`src/rtl/vga_cell_renderer.sv`:
```
// Scans a 64x48 cell grid out as 640x480@60 VGA, one row fetch per line.
// Optional GRID_LINES_EN draws a 1-px 12'h333 grid on cell left/top edges.
module vga_cell_renderer #(
  parameter int          H_VISIBLE = 640,
  parameter int          H_FP      = 16,
  parameter int          H_SYNC    = 96,
  parameter int          H_BP      = 48,
  parameter int          V_VISIBLE = 480,
  parameter int          V_FP      = 10,
  parameter int          V_SYNC    = 2,
  parameter int          V_BP      = 33,
  parameter int          CELL_PX   = 10,
  parameter int          PIX_DIV   = 4,
  parameter logic [11:0] ALIVE_RGB = 12'hFFF,
  parameter logic [11:0] DEAD_RGB  = 12'h000
) (
  input  logic        sys_clk,
  input  logic        Reset_n,
  output logic [5:0]  row_addr,
  input  logic [63:0] row_data,
  output logic        hsync,
  output logic        vsync,
  output logic [11:0] vga_rgb,
  output logic        frame_tick
);

  localparam int H_TOTAL = H_VISIBLE + H_FP + H_SYNC + H_BP;
  localparam int V_TOTAL = V_VISIBLE + V_FP + V_SYNC + V_BP;
  localparam int HW = $clog2(H_TOTAL);
  localparam int VW = $clog2(V_TOTAL);
  localparam int DW = (PIX_DIV > 1) ? $clog2(PIX_DIV) : 1;
  localparam int SW = (CELL_PX > 1) ? $clog2(CELL_PX) : 1;
  localparam int CW_R = $clog2(H_TOTAL / CELL_PX + 1);
  localparam int CW = (CW_R < 6) ? 6 : CW_R;
  localparam int RW_R = $clog2(V_TOTAL / CELL_PX + 1);
  localparam int RW = (RW_R < 6) ? 6 : RW_R;

  localparam logic [DW-1:0] DIV_LAST = DW'(PIX_DIV - 1);
  localparam logic [HW-1:0] H_LAST   = HW'(H_TOTAL - 1);
  localparam logic [HW-1:0] H_VIS    = HW'(H_VISIBLE);
  localparam logic [HW-1:0] HS_BEG   = HW'(H_VISIBLE + H_FP);
  localparam logic [HW-1:0] HS_END   = HW'(H_VISIBLE + H_FP + H_SYNC - 1);
  localparam logic [VW-1:0] V_LAST   = VW'(V_TOTAL - 1);
  localparam logic [VW-1:0] V_VIS    = VW'(V_VISIBLE);
  localparam logic [VW-1:0] V_VIS_M1 = VW'(V_VISIBLE - 1);
  localparam logic [VW-1:0] VS_BEG   = VW'(V_VISIBLE + V_FP);
  localparam logic [VW-1:0] VS_END   = VW'(V_VISIBLE + V_FP + V_SYNC - 1);
  localparam logic [SW-1:0] SUB_LAST = SW'(CELL_PX - 1);

  logic [DW-1:0] div;
  logic [HW-1:0] h;
  logic [VW-1:0] v;
  logic [SW-1:0] hsub;
  logic [SW-1:0] vsub;
  logic [CW-1:0] hcol;
  logic [RW-1:0] vrow;
  logic [63:0]   line_buf;

  logic          pix_ce;
  logic          h_wrap;
  logic          v_wrap;
  logic          visible;
  logic [RW-1:0] fetch_row;
  logic [11:0]   pix_rgb;

  assign pix_ce = (div == DIV_LAST);
  assign h_wrap = (h == H_LAST);
  assign v_wrap = (v == V_LAST);

  // Cell row of line v+1; blank lines and the frame wrap fetch row 0.
  always_comb begin
    fetch_row = '0;
    if (v < V_VIS_M1)
      fetch_row = (vsub == SUB_LAST) ? vrow + RW'(1) : vrow;
  end

  always_comb begin
    visible = (h < H_VIS) && (v < V_VIS);
    pix_rgb = 12'h000;
    if (visible) begin
      pix_rgb = line_buf[hcol[5:0]] ? ALIVE_RGB : DEAD_RGB;
`ifdef GRID_LINES_EN
      if ((hsub == '0) || (vsub == '0))
        pix_rgb = 12'h333;
`endif
    end
  end

  always_ff @(posedge sys_clk) begin
    if (!Reset_n) begin
      div  <= '0;
      h    <= '0;
      v    <= '0;
      hsub <= '0;
      vsub <= '0;
      hcol <= '0;
      vrow <= '0;
    end else begin
      div <= pix_ce ? '0 : div + DW'(1);
      if (pix_ce) begin
        if (h_wrap) begin
          h    <= '0;
          hsub <= '0;
          hcol <= '0;
          if (v_wrap) begin
            v    <= '0;
            vsub <= '0;
            vrow <= '0;
          end else begin
            v <= v + VW'(1);
            if (vsub == SUB_LAST) begin
              vsub <= '0;
              vrow <= vrow + RW'(1);
            end else begin
              vsub <= vsub + SW'(1);
            end
          end
        end else begin
          h <= h + HW'(1);
          if (hsub == SUB_LAST) begin
            hsub <= '0;
            hcol <= hcol + CW'(1);
          end else begin
            hsub <= hsub + SW'(1);
          end
        end
      end
    end
  end

  always_ff @(posedge sys_clk) begin
    if (!Reset_n) begin
      row_addr   <= '0;
      line_buf   <= '0;
      hsync      <= 1'b1;
      vsync      <= 1'b1;
      vga_rgb    <= '0;
      frame_tick <= 1'b0;
    end else begin
      frame_tick <= pix_ce && (h == '0) && (v == V_VIS);
      if (pix_ce) begin
        vga_rgb <= pix_rgb;
        hsync   <= !((h >= HS_BEG) && (h <= HS_END));
        vsync   <= !((v >= VS_BEG) && (v <= VS_END));
        if (h == H_VIS)
          row_addr <= fetch_row[5:0];
        if (h_wrap)
          line_buf <= row_data;
      end
    end
  end

endmodule
```
`config.mk`:
```
export PLATFORM = sky130hd
export DESIGN_NAME = vga_cell_renderer
export DESIGN_NICKNAME = d
export VERILOG_FILES = /design/src/rtl/vga_cell_renderer.sv
export SDC_FILE = /design/constraint.sdc
export NUM_CORES = 1
export LEC_CHECK = 0
export BUFFER_PORTS_ARGS = -buffer_cell sky130_fd_sc_hd__buf_2
export CORE_MARGIN = 2
export CORE_UTILIZATION = 53
export DETAILED_ROUTE_END_ITERATION = 8
export PLACE_DENSITY = 0.76
export SYNTH_ARGS = -nofsm -noshare
export SYNTH_HDL_FRONTEND = slang
export SYNTH_SLANG_ARGS = --single-unit
```
`constraint.sdc`:
```
create_clock -name sys_clk -period 1.9 [get_ports sys_clk]
set_input_delay 0.38 -clock sys_clk [delete_from_list [all_inputs] [get_ports sys_clk]]
set_output_delay 0.38 -clock sys_clk [all_outputs]
set_load 0.005 [all_outputs]
```
[After elaboration in Yosys (flattened, before gate mapping)]
Cells that the tools add are included.
Storage, ports and cells
  flip-flop bits (word level): 128
  logic and storage cells: 64
  bits of input ports: 66
  output and inout bits: 21
Operators by class
  $add $sub $neg: 7
  bitwise operators: 1
  reduce and logical (&&, ||, !) cells: 13
  order comparisons: 8
  equality and inequality tests: 7
  muxes and demuxes: 15
Operators by type and width (number)
  10-bit == test, second input constant: 3
  12-bit two-way mux: 2
  10-bit by 1-bit adder with 10-bit output, second input constant: 2
  10-bit by 9-bit less-than comparator with 1-bit output, second input constant: 2
  10-bit two-way mux: 2
  6-bit two-way mux: 3
  4-bit two-way mux: 4
  7-bit two-way mux: 2
  10-bit by 9-bit == test with 1-bit output, second input constant: 1
  10-bit >= comparator, second input constant: 1
  10-bit by 9-bit >= comparator with 1-bit output, second input constant: 1
  10-bit less-or-equal comparator, second input constant: 1
  10-bit by 9-bit less-or-equal comparator with 1-bit output, second input constant: 1
  10-bit logical NOT: 1
  10-bit less-than comparator, second input constant: 1
  4-bit by 1-bit adder with 4-bit output, second input constant: 2
  4-bit == test, second input constant: 2
  7-bit by 1-bit adder with 7-bit output, second input constant: 1
  6-bit by 7-bit less-than comparator with 1-bit output, second input constant: 1
  6-bit by 1-bit adder with 6-bit output, second input constant: 1
  1-bit binary-select mux with 6-bit select: 1
  2-bit AND reduction: 3
  1-bit logical AND: 5
  2-bit by 1-bit adder with 2-bit output, second input constant: 1
  other kinds (6): 7

[Logic depth before layout (Yosys ltp)]
  depth after elaboration: 4
  mapped depth: 8
  gate-level depth less buffers: 7

[Least setup slack after synthesis]
Ideal clock, no wire load.
  path kind: reg2reg
  start point: reg h[0]
  end point: reg hcol[5]
  library setup time: 67 ps
  period minus slack after synthesis: 1720 ps
  arrival time: 1653 ps
  cell stages (with the launch flop): 7
  path buffers: 1
  data required time: 1833 ps
  path slack: 180 ps
  cell sequence: dfxtp_1 > ha_1 > clkbuf_1 > and3_4 > o21ai_4 > or4_4 > a21oi_2
Between the ends
  word-level cells in the longest chain between the ends: 3
  elaborated cells between the ends (all ways): 4
  classes of those cells: eq/ne: 1; mux: 1; reduce/logical: 2
RTL lines
  from (decl): RTL line 51  | logic [HW-1:0] h;
  from (signal assigned): RTL line 119  | h <= h + HW'(1);
  10-bit == test *: RTL line 67  | assign h_wrap = (h == H_LAST);
  2-bit nonzero test (no line)
  2-bit AND reduction (no line)
  to (signal assigned): RTL line 122  | hcol <= hcol + CW'(1);
  to (decl): RTL line 55  | logic [CW-1:0] hcol;
Every way passes the cells marked *; elsewhere a longest branch is shown, timed or not.
A chain may end at the register's enable or synchronous reset.

[Worst setup path after layout]
  start point: reg hcol[0]
  end point: reg vga_rgb[10]
Between the ends
  word-level cells in the longest chain between the ends: 4
RTL lines
  1-bit binary-select mux with 6-bit select: RTL line 81  | pix_rgb = line_buf[hcol[5:0]] ? ALIVE_RGB : DEAD_RGB;
  1-bit two-way mux (implied by the code): RTL line 81
  12-bit two-way mux: RTL line 81
  12-bit two-way mux: RTL line 80  | if (visible) begin
  to (signal assigned): RTL line 142  | vga_rgb <= pix_rgb;
  to (decl): RTL line 23  | output logic [11:0] vga_rgb,
No other way between the ends. The select of a mux whose other input is x is not followed.

==> metrics.md <==
| Metric | Value |
|---|---|
| Wire per inst | `~15 um` |
| Delay-heaviest family, CP | `multiplexers` |
| Most numerous cell in the Yosys netlist | `nand2_1` |
| Total power | `5.847 mW` |
| Place WS | `around 0.056 ns` |
| ANT nets after route | `0` |
| Post-synth top cells | `nand2_1 (158), dfxtp_1 (116), a21boi_0 (71)` |
| Flops & latches, synth | `between 100 and 150` |
| Clock transition at path regs | `0.06 ns` |
| Global-route wire length before repair | `between 20 and 25 mm` |
| Clk Latency, worst-skew pair | `roughly 0.52 ns` |
| Avg Cell Area, Syn | `a little under 9 sq um` |
| Placed cell area | `about 6200 sq um` |
| Via/cell ratio | `approximately 5.5` |
| Die X-Extent | `around 110 um` |
| Die Y | `approximately 110 um` |
| Area of the multi-input gates | `between 2000 and 3000 sq um` |
| Maximum vdd drop | `a little under 0.5 mV` |
| Post-synth top area cell | `dfxtp_1` |
| Yosys top cell area share | `between 40% and 50%` |
| Clock sinks | `around 120` |
| Fin area | `about 7000 sq um` |
| Fin. Hold Viols | `0` |
| YS warnings | `0` |
| WP data arrival | `about 2.2 ns` |
| Sequential area share after synthesis | `a little over two fifths` |
| Asr flop ratio synth | `0%` |
| Pwr Density | `853.9 nW/um^2` |
| CTS tree | `done` |
| CTS Buf Count | `17` |
| Max-Cap Viols | `0` |
| Post-synth top flop | `dfxtp_1` |
| Initial core utilization | `~54%` |
| Worst path max stage delay | `~0.52 ns` |
| Slew margin rel. | `74.39%` |
| Fmax | `roughly 560 MHz` |
| Final period util | `between 90% and 100%` |
| Initial DRC Count | `~310` |
| Worst-path maximum fanout | `15` |
| WS Path Type | `reg -> reg` |
| Hold slack | `about 0.11 ns` |
| Vias in the first global route | `around 4.8k` |
| Leak | `approximately 2.5 nW` |
| Worst Setup End Kind | `flip-flop` |
| Final Setup Violations | `0` |
| Fill count | `854` |
| Core Area | `between 10000 and 15000 sq um` |
| Crit path cell chain | `buf_12, mux4_2, mux2i_1, o21ai_0, nor3_1, o31ai_1` |
| Tightest Pin Transition | `between 0.3 and 0.4 ns` |
| Initial antenna violation count | `0` |
| Root Driver | `clkbuf_8` |
| Vias | `4761` |
| GPL Wtd Cong | `between 0.8 and 0.9` |
| Startpoint types | `flip-flop` |
| Synth Cell Area | `5564 sq um` |
| Clock Skews | `just under 0.009 ns` |
| Synth unique cells | `56` |
| N_diodes | `0` |
| Number of flops mapped to enable cells by yosys | `0` |
| Synth top area cells | `dfxtp_1 (42%), nand2_1 (11%), a21boi_0 (9.6%)` |
| Total grt overflow | `0` |
| Clock buffer depth | `2` |
| Hold_buf cts | `0` |
| Worst Hold Class | `in -> reg` |
| Ports | `87` |
| Row Count | `37` |
| Worst EP required | `~2.3 ns` |
| Syn_nets | `approximately 710` |
| Post-detail-place hpwl | `~8.7 mm` |
| Area Growth Syn to Fin | `23.07%` |
| Final min period | `around 1.8 ns` |
| Final net count | `between 700 and 800` |
| Final WL | `13.29 mm` |
| Reg area | `2327 sq um` |
| Slew Limit Fails | `0` |
| Synth Instances | `roughly 640` |
| Worst Slack Setup Final | `roughly 0.11 ns` |
| PortBufs | `86` |
| Number of iterations in the first detailed-routing pass | `5` |
| H-tree Lvls | `4` |
| DIE AREA | `about 11000 sq um` |
| Share of cells above drive strength 1 | `25.61%` |
| Gr usage total | `24.83%` |
| Crit path buf inv count | `1` |
| Slowest cell on the critical path | `mux4_2` |
| Final core occ | `approximately 67%` |
| Detailed-route DRC error count | `0` |
| Largest net degree at the start of global routing | `40` |
| Run status | `completed` |
-- metal layers --
metal  wire length [um]  global-route usage (%)
met3                602                   5.763
met4                240                   9.833
met5                  0                       0
met1               5970                   30.78
met2               6476                   41.85
-- worst paths after layout --
path / end / slack, ns / depth (start not counted) / startpoint
worst max-delay path: vga_rgb[10] / 0.11 / 6 / hcol[0]
worst min-delay path: line_buf[22] / 0.11 / 3 / row_data[22]
worst max register to register: vga_rgb[10] / 0.11 / 6 / hcol[0]
worst min register to register: div[0] / 0.44 / 1 / div[0]
-- cells in the final DEF, fill, tap and decap left out, drive strengths merged, types with 11 or more instances in the layout --
cell,count
clkbuf,17
o21ai,20
xnor2,12
nand3,17
dfxtp,116
nand2,158
mux4,13
nor2b,11
a21boi,72
inv,12
nand4,14
buf,120
ha,11
nor2,28
-- worst register-to-register path, delay by kind of cell (launching register included) --
family,cells,cell delay [ns]
mux,2,0.71
flops,1,0.40
compound gates,2,0.20
simple gates,1,0.19
buf+inv,1,0.18
-- area by class of cell --
| type | count | area share (%) |
|---|---|---|
| tap | 136 | 2.485 |
| clock inverter | 15 | 2.649 |
| timing repair buffer | 120 | 10.74 |
| clock buffer | 17 | 6.048 |
| inverter | 9 | 0.4933 |
| sequential | 116 | 33.98 |
| multi-input combinational | 457 | 43.60 |
-- metrics by stage --
step	TNS [ns]	cells
6_report	0	870
5_1_grt	-0.004968	870
4_1_cts	0	870
3_5_place_dp	0	837
3_3_place_gp	0	837
2_1_floorplan	0	635
-- cells by family after synthesis --
logic type | after synthesis | share of synthesized area, %
XOR/XNOR | 22 | 3.463
AND/OR/NAND/NOR | 284 | 24.31
flip-flops | 116 | 41.74
multiplexers | 24 | 7.263
adder cells (fa/ha/maj) | 11 | 2.474
AO/OA/AOI/OAI | 116 | 15.18
buffers and inverters | 62 | 5.577
-- power by group --
part / internal (mW) / switching, mW / total [mW] / leakage [nW]
logic: 0.0992 / 0.0828 / 0.182 / 1.25
registers: 2.44 / 0.00729 / 2.45 / 0.937
clock network: 2.01 / 1.21 / 3.22 / 0.289
total: 4.55 / 1.30 / 5.85 / 2.48
-- flip-flops by register name (all words and copies together), names as in the netlist, 2 cells and up --
name / flops
v: 10
hcol: 6
row_addr: 6
div: 2
h: 10
vsub: 4
vrow: 6
line_buf: 64
hsub: 4
-- what timing repair did --
| item | in CTS | in global routing |
|---|---|---|
| resized for setup | 0 | 15 |
| setup endpoints to repair | 16 | 54 |
| pin swaps | 1 | 1 |
| setup buffers | 1 | 0 |
(Power assumes the default switching activity.)
